==> src/rtl/apb_master_pkg.sv <==
// apb_master_pkg: FSM state type and default bus widths shared by apb_master.
package apb_master_pkg;
  typedef enum logic [1:0] {IDLE, SETUP, ACCESS} apb_state_t;
  localparam int APB_ADDR_W = 4;
  localparam int APB_DATA_W = 32;
endpackage

==> src/rtl/apb_master.sv <==
// apb_master: one-at-a-time APB requester with a valid/ready command and a one-cycle response.
// Define APB_MASTER_TIMEOUT_EN to abort ACCESS phases that stall for TIMEOUT_CYCLES cycles.
module apb_master
  import apb_master_pkg::*;
#(
  parameter int ADDR_W = APB_ADDR_W,
  parameter int DATA_W = APB_DATA_W
`ifdef APB_MASTER_TIMEOUT_EN
  ,
  parameter int TIMEOUT_CYCLES = 16
`endif
) (
  input  logic              clk,
  input  logic              reset,
  input  logic              cmd_valid,
  output logic              cmd_ready,
  input  logic              cmd_write,
  input  logic [ADDR_W-1:0] cmd_addr,
  input  logic [DATA_W-1:0] cmd_wdata,
  output logic              rsp_valid,
  output logic [DATA_W-1:0] rsp_rdata,
  output logic              rsp_err,
  output logic              psel_o,
  output logic              penable_o,
  output logic              pwrite_o,
  output logic [ADDR_W-1:0] paddr_o,
  output logic [DATA_W-1:0] pwdata_o,
  input  logic [DATA_W-1:0] prdata_i,
  input  logic              pready_i
);
  apb_state_t state;
`ifdef APB_MASTER_TIMEOUT_EN
  localparam int CNT_W = $clog2(TIMEOUT_CYCLES + 1);
  localparam logic [CNT_W-1:0] CNT_LAST = CNT_W'(TIMEOUT_CYCLES - 1);
  logic [CNT_W-1:0] wait_cnt;
`endif
  always_ff @(posedge clk) begin
    if (!reset) begin
      state     <= IDLE;
      cmd_ready <= 1'b1;
      rsp_valid <= 1'b0;
      rsp_rdata <= '0;
      rsp_err   <= 1'b0;
      psel_o    <= 1'b0;
      penable_o <= 1'b0;
      pwrite_o  <= 1'b0;
      paddr_o   <= '0;
      pwdata_o  <= '0;
`ifdef APB_MASTER_TIMEOUT_EN
      wait_cnt  <= '0;
`endif
    end else begin
      rsp_valid <= 1'b0;
      rsp_err   <= 1'b0;
      rsp_rdata <= '0;
      case (state)
        IDLE: if (cmd_valid) begin
          paddr_o   <= cmd_addr;
          pwrite_o  <= cmd_write;
          pwdata_o  <= cmd_wdata;
          psel_o    <= 1'b1;
          cmd_ready <= 1'b0;
          state     <= SETUP;
        end
        SETUP: begin
          penable_o <= 1'b1;
          state     <= ACCESS;
`ifdef APB_MASTER_TIMEOUT_EN
          wait_cnt  <= '0;
`endif
        end
        ACCESS: begin
          if (pready_i) begin
            rsp_valid <= 1'b1;
            rsp_rdata <= pwrite_o ? '0 : prdata_i;
            psel_o    <= 1'b0;
            penable_o <= 1'b0;
            cmd_ready <= 1'b1;
            state     <= IDLE;
          end
`ifdef APB_MASTER_TIMEOUT_EN
          // the stalled cycle that brings the count to TIMEOUT_CYCLES ends the transfer
          else if (wait_cnt == CNT_LAST) begin
            rsp_valid <= 1'b1;
            rsp_err   <= 1'b1;
            psel_o    <= 1'b0;
            penable_o <= 1'b0;
            cmd_ready <= 1'b1;
            state     <= IDLE;
          end else begin
            wait_cnt  <= wait_cnt + 1'b1;
          end
`endif
        end
        default: state <= IDLE;
      endcase
    end
  end
endmodule

==> config.mk <==
export PLATFORM = sky130hd
export DESIGN_NAME = apb_master
export DESIGN_NICKNAME = d
export VERILOG_FILES = /design/src/rtl/apb_master_pkg.sv /design/src/rtl/apb_master.sv
export SDC_FILE = /design/constraint.sdc
export NUM_CORES = 1
export LEC_CHECK = 0
export ABC_CLOCK_PERIOD_IN_PS = 4000
export CAP_MARGIN = 30
export CORE_MARGIN = 1.5
export CORE_UTILIZATION = 40
export CTS_CLUSTER_SIZE = 16
export DETAILED_ROUTE_END_ITERATION = 10
export PLACE_DENSITY = 0.94
export SETUP_SLACK_MARGIN = 0.3
export SLEW_MARGIN = 20
export SYNTH_ARGS = -nofsm -noshare
export SYNTH_HDL_FRONTEND = slang
export SYNTH_SLANG_ARGS = --single-unit
==> constraint.sdc <==
create_clock -name clk -period 4 [get_ports clk]
set_clock_uncertainty 0.1 [all_clocks]
set_input_delay 0.8 -clock clk [delete_from_list [all_inputs] [get_ports clk]]
set_output_delay 0.8 -clock clk [all_outputs]
set_load 0.05 [all_outputs]
==> impl_metrics.json, run 1 <==
{
  "instances_no_fill": 476,
  "outcome": "finished, final reports clean",
  "place.gp.congestion": 0.7241,
  "synthMuxAreaShare_pct": 0.3976,
  "slowest_stage": "clkdlybuf4s50_1",
  "ys.flop_type": "dfxtp_1",
  "track_usage_pct": 18.74,
  "drt-initial-drc-count": 83,
  "hold_path_class": "reg -> reg",
  "tritoncts": "built",
  "rsz0062_at_grt": "false",
  "coreArea_sq_mm": 0.005991,
  "power.density_mw_per_mm2": 407.3,
  "die_h_microns": 82.33,
  "slew_violations": 0,
  "finalWirelength_microns": 6615,
  "critPathMaxFanout": 3,
  "leakage_nw": 1.581,
  "insertion_delay_ns": 0.32,
  "synth_commonest_cells": "dfxtp_1, nand2_1, nand3_1",
  "dieWidth_microns": 82.33,
  "ys_warn_count": 0,
  "critPathArrivalTime_ns": 1.52,
  "final_core_util_pct": 68.76,
  "fin_ws_ns": 1.578,
  "antenna_found_initial": 0,
  "synth-compound-area-share_pct": 10.59,
  "grt_max_degree": 80,
  "maxCapViolCount": 0,
  "cts.repair.resized": 0,
  "drt_first_pass_iters": 4,
  "die-area_sq_mm": 0.006778,
  "syn_area_sq_mm": 0.002517,
  "crit_path_max_incr_delay_ns": 0.83,
  "area.growth.synth_to_final_pct": 63.62,
  "pre_cts_ws_ns": 1.305,
  "worst_pin_slew_ns": 0.9014,
  "synth_top_family_by_area": "simple AND/OR/NAND/NOR gates",
  "period_share_pct": 60.54,
  "netlist.top_cell.by_area": "dfxtp_1",
  "ios": 147,
  "io_buffers": 145,
  "synth_edf_count": 0,
  "path_delay_family": "buffers and inverters",
  "startpoint_type": "register",
  "ir_drop_mv": 0.2453,
  "clock-sinks": 75,
  "synthAdderAreaFrac_pct": 0,
  "slew_headroom_pct": 39.91,
  "drive_gt1_share_pct": 7.980,
  "netlist-cell-type-count": 25,
  "path_class": "reg -> out",
  "endpoint_kind": "output port",
  "whs_ns": 0.3560,
  "std_cell_rows": 28,
  "ant_nets": 0,
  "synth_xor_area_share_pct": 0,
  "num_vias": 2262,
  "synth_area_leaders": "dfxtp_1, and2_1, nand3_1",
  "ys_seq_elements": 75,
  "root_buffer": "clkbuf_8",
  "nNetsFinal": 469,
  "dpl.cell_count": 460,
  "htreeDepth": 3,
  "dp_hpwl_microns": 4955,
  "grt_pass1_vias": 2084,
  "ctsHoldBuffers": 0,
  "nFillCells": 455,
  "drc": 0,
  "insertedDiodeCount": 0,
  "cp_data_required_time_ns": 3.10,
  "synth_most_common_cell": "dfxtp_1",
  "fin_crit_ns": 2.422,
  "syn_area_per_cell_sq_um": 9.682,
  "grt_remaining_overflow": 0,
  "grt_pass1_wl_microns": 9404,
  "yosysSeqAreaShare_pct": 59.64,
  "synthArstFlopShare_pct": 0,
  "clkTransAtPathRegs_ns": 0.07,
  "synth-simple-area-share_pct": 23.41,
  "seq_area_sq_mm": 0.001501,
  "fmax_ghz": 0.4129,
  "tns_ns": 0,
  "synthCells": 260,
  "path_buf_inv": 1,
  "finalHoldViolCount": 0,
  "path_cells": "clkdlybuf4s50_1",
  "clockBufferDepth": 2,
  "syn_nets": 333,
  "cts_setup_buffers": 0,
  "cts_made_buffers": 9,
  "multiInputGateArea_sq_um": 869.6,
  "routedWlPerCell_microns": 13.90,
  "setup_violations": 0,
  "initial_utilization_pct": 42.02,
  "vias_per_cell": 4.752,
  "yosysTopAreaCellShare_pct": 59.64
}
## power by group
| group | switching [mW] | internal (mW) | leakage, nW | total (mW) |
|---|---|---|---|---|
| clock | 0.270 | 0.286 | 0.0950 | 0.556 |
| combinational | 0.189 | 0.135 | 0.875 | 0.324 |
| sequential | 0.0183 | 0.780 | 0.612 | 0.798 |
## metal layers
layer	part of all wire, %	routed length, microns	vias to the layer above	GRT usage (%)
met5	0	0	-	0
met4	1.6	108	0	6.949
met3	10	688	12	7.802
met2	52	3431	107	35.53
met1	36	2387	1019	17.72
li1	-	-	1124	-
## area by class of cell
class	count	area share [%]
clock buffer	9	3.007
clock inverter	7	1.671
inverter	2	0.1823
multi-input combinational	162	21.11
sequential	75	36.45
tap	75	2.278
timing repair buffer	146	35.30
## placed cells by master (no fill, tap or decap), drive strengths merged, types with 2 or more instances in the layout
master         synthesis  layout
inv                    2       2
nor2                   5       5
a21oi                  3       3
nand2                 37      37
o21ai                 39      39
clkdlybuf4s50          0     144
and2                  32      32
clkbuf                10       9
dfxtp                 75      75
nand3                 37      37
clkinv                 0       4
buf                   11       2
nand2b                 2       2
clkinvlp               0       2
## registers in the layout, summed over array words and instances, names as in the netlist
name,cells
pwrite_o,1
pwdata_o,32
cmd_ready,1
state,2
rsp_valid,1
paddr_o,4
psel_o,1
rsp_rdata,32
penable_o,1
## worst min-delay path, stage by stage, from the launching register on
cell	delay (ns)
dfxtp_1	0.31
nand3_1	0.06
o21ai_1	0.05
## cell families (layout without fill, tap and decap cells)
logic type,Yosys count,in the layout
AND/OR/NAND/NOR,117,117
flip-flops,75,75
buffers and inverters,23,164
multiplexers,1,1
other,1,1
AO/OA/AOI/OAI,43,43
## metrics by stage
step	total power [mW]	instance area, sq um
detailed placement	1.140	3926
global placement	1.132	3926
floorplan	1.006	2517
finish	1.677	4119
global route	1.745	4119
CTS	1.694	4119
## final timing paths
path         startpoint       endpoint  slack, ns  depth (start not counted)
max reg2reg    state[0]  rsp_rdata[22]       2.21                          3
min reg2reg  paddr_o[1]     paddr_o[1]       0.36                          2
min          paddr_o[1]     paddr_o[1]       0.36                          2
max            pwrite_o       pwrite_o       1.58                          1
No activity file was read; power rests on OpenSTA's default activity.
==> inputs of run 2 (changes only) <==
--- a/config.mk
+++ b/config.mk
@@ -5,13 +5,13 @@
 export SDC_FILE = /design/constraint.sdc
 export NUM_CORES = 1
 export LEC_CHECK = 0
-export ABC_CLOCK_PERIOD_IN_PS = 4000
+export ABC_CLOCK_PERIOD_IN_PS = 2100
 export CAP_MARGIN = 30
 export CORE_MARGIN = 1.5
-export CORE_UTILIZATION = 40
+export CORE_UTILIZATION = 34
 export CTS_CLUSTER_SIZE = 16
 export DETAILED_ROUTE_END_ITERATION = 10
-export PLACE_DENSITY = 0.94
+export PLACE_DENSITY = 0.86
 export SETUP_SLACK_MARGIN = 0.3
 export SLEW_MARGIN = 20
 export SYNTH_ARGS = -nofsm -noshare
==> constraint.sdc (replaced) <==
create_clock -name clk -period 2.1 [get_ports clk]
set_clock_uncertainty 0.1 [all_clocks]
set_input_delay 0.42 -clock clk [delete_from_list [all_inputs] [get_ports clk]]
set_output_delay 0.42 -clock clk [all_outputs]
set_load 0.05 [all_outputs]
==> run 2 against run 1 <==
  * Global-route usage is 3.7 points lower
  * Die area rose by 17%
  * Sequential cell count stayed put
  * Worst setup slack worse by 1.2 ns
  * Clock-buffer cell count is the same
  * Highest routed layer unchanged
  * Final cell count grew 6.1%
  * Largest cell class unchanged
  * Core utilization is 11 points lower
  * First-iteration DRC count is 46% lower
  * Sequential power is 90% higher
  * Critical path type unchanged
  * Design area increased by 0.70%
  * Register-to-register slack lost 1.6 ns
==> impl_metrics.json, run 2 (synthesis results as in run 1) <==
{
  "outcome": "finished, final reports clean",
  "dpl.cell_count": 489,
  "grt_max_degree": 76,
  "dieWidth_microns": 89.05,
  "ctsHoldBuffers": 0,
  "fin_crit_ns": 1.767,
  "design_power_total_mw": 3.286,
  "maxCapViolCount": 0,
  "leakage_nw": 1.938,
  "io_buffers": 145,
  "worst-r2r-setup-slack_ns": 0.63,
  "slew_headroom_pct": 64.67,
  "startpoint_type": "register",
  "reg2reg_from": "state[1]",
  "die_h_microns": 89.05,
  "final_common_cell": "dfxtp_1",
  "cts_setup_buffers": 0,
  "drt-initial-drc-count": 45,
  "critPathMaxFanout": 3,
  "root_buffer": "clkbuf_8",
  "drt_first_pass_iters": 4,
  "finalHoldViolCount": 0,
  "clkTransAtPathRegs_ns": 0.08,
  "std_cell_rows": 31,
  "worst_pin_slew_ns": 0.5321,
  "drive_gt1_share_pct": 9.113,
  "endpoint_kind": "output port",
  "path_buf_inv": 1,
  "fmax_ghz": 0.5661,
  "instances_no_fill": 505,
  "path_cells": "dlygate4sd2_1",
  "insertedDiodeCount": 0,
  "htreeDepth": 3,
  "tns_ns": 0,
  "ir_drop_mv": 0.3258,
  "initial_utilization_pct": 34.89,
  "ios": 147,
  "drc": 0,
  "worstHoldEndpoint": "pwdata_o[7]",
  "reg.largest.list": "pwdata_o (32), rsp_rdata (32), paddr_o (4)",
  "grt_remaining_overflow": 0,
  "clockBufferDepth": 2,
  "fin_ws_ns": 0.3334,
  "die-area_sq_mm": 0.007929,
  "clock-sinks": 75,
  "insertion_delay_ns": 0.33,
  "critPathArrivalTime_ns": 1.25,
  "grt_pass1_wl_microns": 8976,
  "finish.instance_area_sq_mm": 0.004148,
  "nFillCells": 657,
  "rr_endpoint": "pwdata_o[19]",
  "dp_hpwl_microns": 4644,
  "path_delay_family": "buffers and inverters",
  "setup_violations": 0,
  "hold_path_class": "reg -> reg",
  "vias_per_cell": 4.479,
  "crit_path_max_incr_delay_ns": 0.55,
  "hp-start": "pwdata_o[7]",
  "tritoncts": "built",
  "reg2reg_depth": 4,
  "coreArea_sq_mm": 0.007214,
  "power.density_mw_per_mm2": 792.2,
  "path_class": "reg -> out",
  "place.gp.congestion": 0.6811,
  "routedWlPerCell_microns": 12.13,
  "track_usage_pct": 15.05,
  "num_vias": 2262,
  "slowest_stage": "dlygate4sd2_1",
  "final_core_util_pct": 57.49,
  "cp_data_required_time_ns": 1.58,
  "cts_made_buffers": 9,
  "period_share_pct": 84.12,
  "layout_common_cells": "dfxtp_1, clkdlybuf4s50_1, dlygate4sd2_1",
  "finalWirelength_microns": 6125,
  "slew_violations": 0,
  "ant_nets": 0,
  "hold_path_depth": 2,
  "placed_area_sq_mm": 0.004019,
  "area.growth.synth_to_final_pct": 64.76,
  "nNetsFinal": 474,
  "grt_pass1_vias": 2053,
  "rsz0062_at_grt": "false",
  "antenna_found_initial": 0,
  "whs_ns": 0.3532,
  "pre_cts_ws_ns": 0.1490
}
-- run 2: cell types whose count changed in the layout (fill, tap and decap cells not counted) --
cell,delta
bufinv_16,+1
clkdlybuf4s50_1,-73
clkinvlp_4,-2
buf_4,+3
dlygate4sd2_1,+70
clkdlybuf4s15_1,+3
clkinv_4,+1
buf_12,+2
-- run 2: worst reg2reg max path: stages (launching register included) --
cell	delay, ns
dfxtp_1	0.38
or3b_4	0.43
buf_12	0.21
nand3_1	0.17
o21ai_1	0.07
-- run 2: power breakdown --
group          leakage, nW  switching (mW)  internal, mW
clock network        0.113           0.518         0.667
registers            0.612          0.0314          1.48
logic                 1.21           0.357         0.228
-- run 2: repair_timing --
action,4_1_cts,5_1_grt
hold endpoints to repair,0,0
endpoints found under the setup margin,73,3
gates resized for setup,73,3
-- run 2: worst max path at each step --
| stage | cells after the start | startpoint | end |
|---|---|---|---|
| 2_1_floorplan | 5 | cmd_valid | pwdata_o[10] |
| 3_3_place_gp | 5 | cmd_valid | pwdata_o[2] |
| 3_5_place_dp | 5 | cmd_valid | pwdata_o[1] |
| 4_1_cts | 1 | penable_o | penable_o |
| 5_1_grt | 1 | penable_o | penable_o |
| 6_report | 1 | penable_o | penable_o |
-- run 2: layout make-up --
type                            instances  area (sq um)  area share, %
Clock inverter                          7         92.59          2.232
Clock buffer                            9         123.9          2.986
Timing Repair Buffer                  151          1429          34.45
Multi-Input combinational cell        162         869.6          20.97
Inverter                                2         7.507         0.1810
Sequential cell                        75          1501          36.20
Tap cell                               99         123.9          2.986
-- run 2: per-layer routing --
| layer | track usage, % | vias to the layer above | share of wire, % | routed length [microns] |
|---|---|---|---|---|
| li1 | - | 1140 | - | - |
| met1 | 15.17 | 1009 | 39 | 2359 |
| met2 | 26.79 | 100 | 49 | 2999 |
| met4 | 7.413 | 0 | 2.0 | 121 |
| met5 | 0 | - | 0 | 0 |
| met3 | 6.279 | 13 | 11 | 645 |
==> inputs of run 3 (changes only) <==
--- a/config.mk
+++ b/config.mk
@@ -5,13 +5,13 @@
 export SDC_FILE = /design/constraint.sdc
 export NUM_CORES = 1
 export LEC_CHECK = 0
-export ABC_CLOCK_PERIOD_IN_PS = 2100
+export ABC_CLOCK_PERIOD_IN_PS = 1700
 export CAP_MARGIN = 30
 export CORE_MARGIN = 1.5
-export CORE_UTILIZATION = 34
+export CORE_UTILIZATION = 37
 export CTS_CLUSTER_SIZE = 16
 export DETAILED_ROUTE_END_ITERATION = 10
-export PLACE_DENSITY = 0.86
+export PLACE_DENSITY = 0.89
 export SETUP_SLACK_MARGIN = 0.3
 export SLEW_MARGIN = 20
 export SYNTH_ARGS = -nofsm -noshare
==> constraint.sdc (replaced) <==
create_clock -name clk -period 1.7 [get_ports clk]
set_clock_uncertainty 0.1 [all_clocks]
set_input_delay 0.34 -clock clk [delete_from_list [all_inputs] [get_ports clk]]
set_output_delay 0.34 -clock clk [all_outputs]
set_load 0.05 [all_outputs]
==> run 3 against run 2 <==
  * The run now ends with DRC left
  * Non-clock buffer count up 14
  * Sequential power up 24%
  * Core utilization up 12 points
  * Critical endpoint is now pwdata_o[23]
  * Largest power group unchanged
==> impl_metrics.json, run 3 (synthesis results as in run 1) <==
{
  "violations": "DRC",
  "nFillCells": 499,
  "die_h_microns": 85.49,
  "dieWidth_microns": 85.49,
  "nNetsFinal": 488,
  "design_power_total_mw": 4.268,
  "die-area_sq_mm": 0.007308,
  "root_buffer": "clkbuf_8",
  "critPathMaxFanout": 7,
  "drt_first_pass_iters": 7,
  "fin_ws_ns": 0.2582,
  "period_share_pct": 84.81,
  "dp_hpwl_microns": 4522,
  "routedWlPerCell_microns": 15.25,
  "drive_gt1_share_pct": 39.29,
  "setup_violations": 0,
  "fin_crit_ns": 1.442,
  "track_usage_pct": 18.94,
  "hold_path_class": "in -> reg",
  "finalWirelength_microns": 7581,
  "antenna_found_initial": 0,
  "grt_remaining_overflow": 0,
  "fmax_ghz": 0.6936,
  "clkTransAtPathRegs_ns": 0.08,
  "rsz0062_at_grt": "true",
  "htreeDepth": 3,
  "clockBufferDepth": 2,
  "outcome": "finished with violations",
  "drt-initial-drc-count": 71,
  "ios": 147,
  "cts_made_buffers": 9,
  "reg2reg_depth": 5,
  "ant_nets": 0,
  "vias_per_cell": 4.793,
  "startpoint_type": "register",
  "path_class": "reg -> reg",
  "hold_path_depth": 4,
  "endpoint_kind": "register",
  "std_cell_rows": 29,
  "layout_common_cells": "dfxtp_1, buf_4, clkdlybuf4s50_1",
  "finish.instance_area_sq_mm": 0.004478,
  "power.density_mw_per_mm2": 953.0,
  "tns_ns": 0,
  "ir_drop_mv": 0.5267,
  "tritoncts": "built",
  "pre_cts_ws_ns": -0.1609,
  "maxCapViolCount": 0,
  "finalHoldViolCount": 0,
  "leakage_nw": 1.965,
  "insertedDiodeCount": 0,
  "insertion_delay_ns": 0.34,
  "grt_max_degree": 64,
  "critPathArrivalTime_ns": 1.57,
  "clock-sinks": 75,
  "area.growth.synth_to_final_pct": 77.88,
  "cp_data_required_time_ns": 1.83,
  "grt_pass1_vias": 2257,
  "io_buffers": 145,
  "grt_pass1_wl_microns": 10760,
  "place.gp.congestion": 0.7300,
  "initial_utilization_pct": 38.98,
  "placed_area_sq_mm": 0.003862,
  "slew_violations": 0,
  "num_vias": 2382,
  "drc": 15,
  "ctsHoldBuffers": 0,
  "coreArea_sq_mm": 0.006459,
  "reg.largest.list": "pwdata_o (32), rsp_rdata (32), paddr_o (4)"
}
[run 3: changes by cell type in the layout (fill, tap and decap cells not counted), moves of 13 or more]
cell,previous run,this run
nand3_1,37,24
and2_4,0,21
and2_1,32,11
nand3_2,0,13
buf_4,4,71
dlygate4sd2_1,70,1
[run 3: path summary, 6_finish.rpt]
kind / startpoint / slack (ns) / endpoint
max: state[1] / 0.26 / pwdata_o[23]
min: pready_i / 0.32 / state[1]
max reg2reg: state[1] / 0.26 / pwdata_o[23]
min reg2reg: pwdata_o[22] / 0.36 / pwdata_o[22]
[run 3: stage by stage]
step                      hold slack (ns)  cells  utilization (%)
after floorplan                    0.3617    260                -
after global placement             0.3441    469            59.80
after CTS                          0.3280    492            66.20
after detailed placement           0.3507    469            59.80
after global routing               0.3159    497            69.33
final                              0.3157    497            69.33
[run 3: where the power goes]
part | switching (mW) | internal (mW)
Clock | 0.665 | 0.824
Sequential | 0.0507 | 1.83
Combinational | 0.489 | 0.406
Total | 1.20 | 3.06
[run 3: cell type report]
cell class | instances | area [sq um] | area share, %
multi-input cells | 162 | 1002 | 22.38
repair buffers | 165 | 1644 | 36.71
well taps | 77 | 96.34 | 2.151
clock inverters | 7 | 92.59 | 2.068
clock buffers | 9 | 123.9 | 2.766
inverters | 2 | 7.507 | 0.1676
flip-flops and latches | 75 | 1511 | 33.75
[run 3: critical path, cell delays in order (launching register included)]
cell and delay (ns):
dfxtp_4 0.35, or3b_4 0.44, buf_12 0.16, buf_12 0.13
nand3_1 0.08, o21ai_1 0.06
[run 3: routing by layer]
layer	routed length, microns	GRT usage (%)	part of all wire (%)	vias up
met4	79	6.305	1.0	0
met2	3748	31.57	49	118
met1	2956	22.31	39	1099
met5	0	0	0	-
met3	796	7.393	10	8
li1	-	-	-	1157
[run 3: what timing repair did]
item,4_1_cts,5_1_grt
cloned,3,3
gates resized for setup,18,40
setup endpoints to repair,64,75
endpoints found under the hold margin,0,0
pin swaps,7,22
setup buffers,4,2
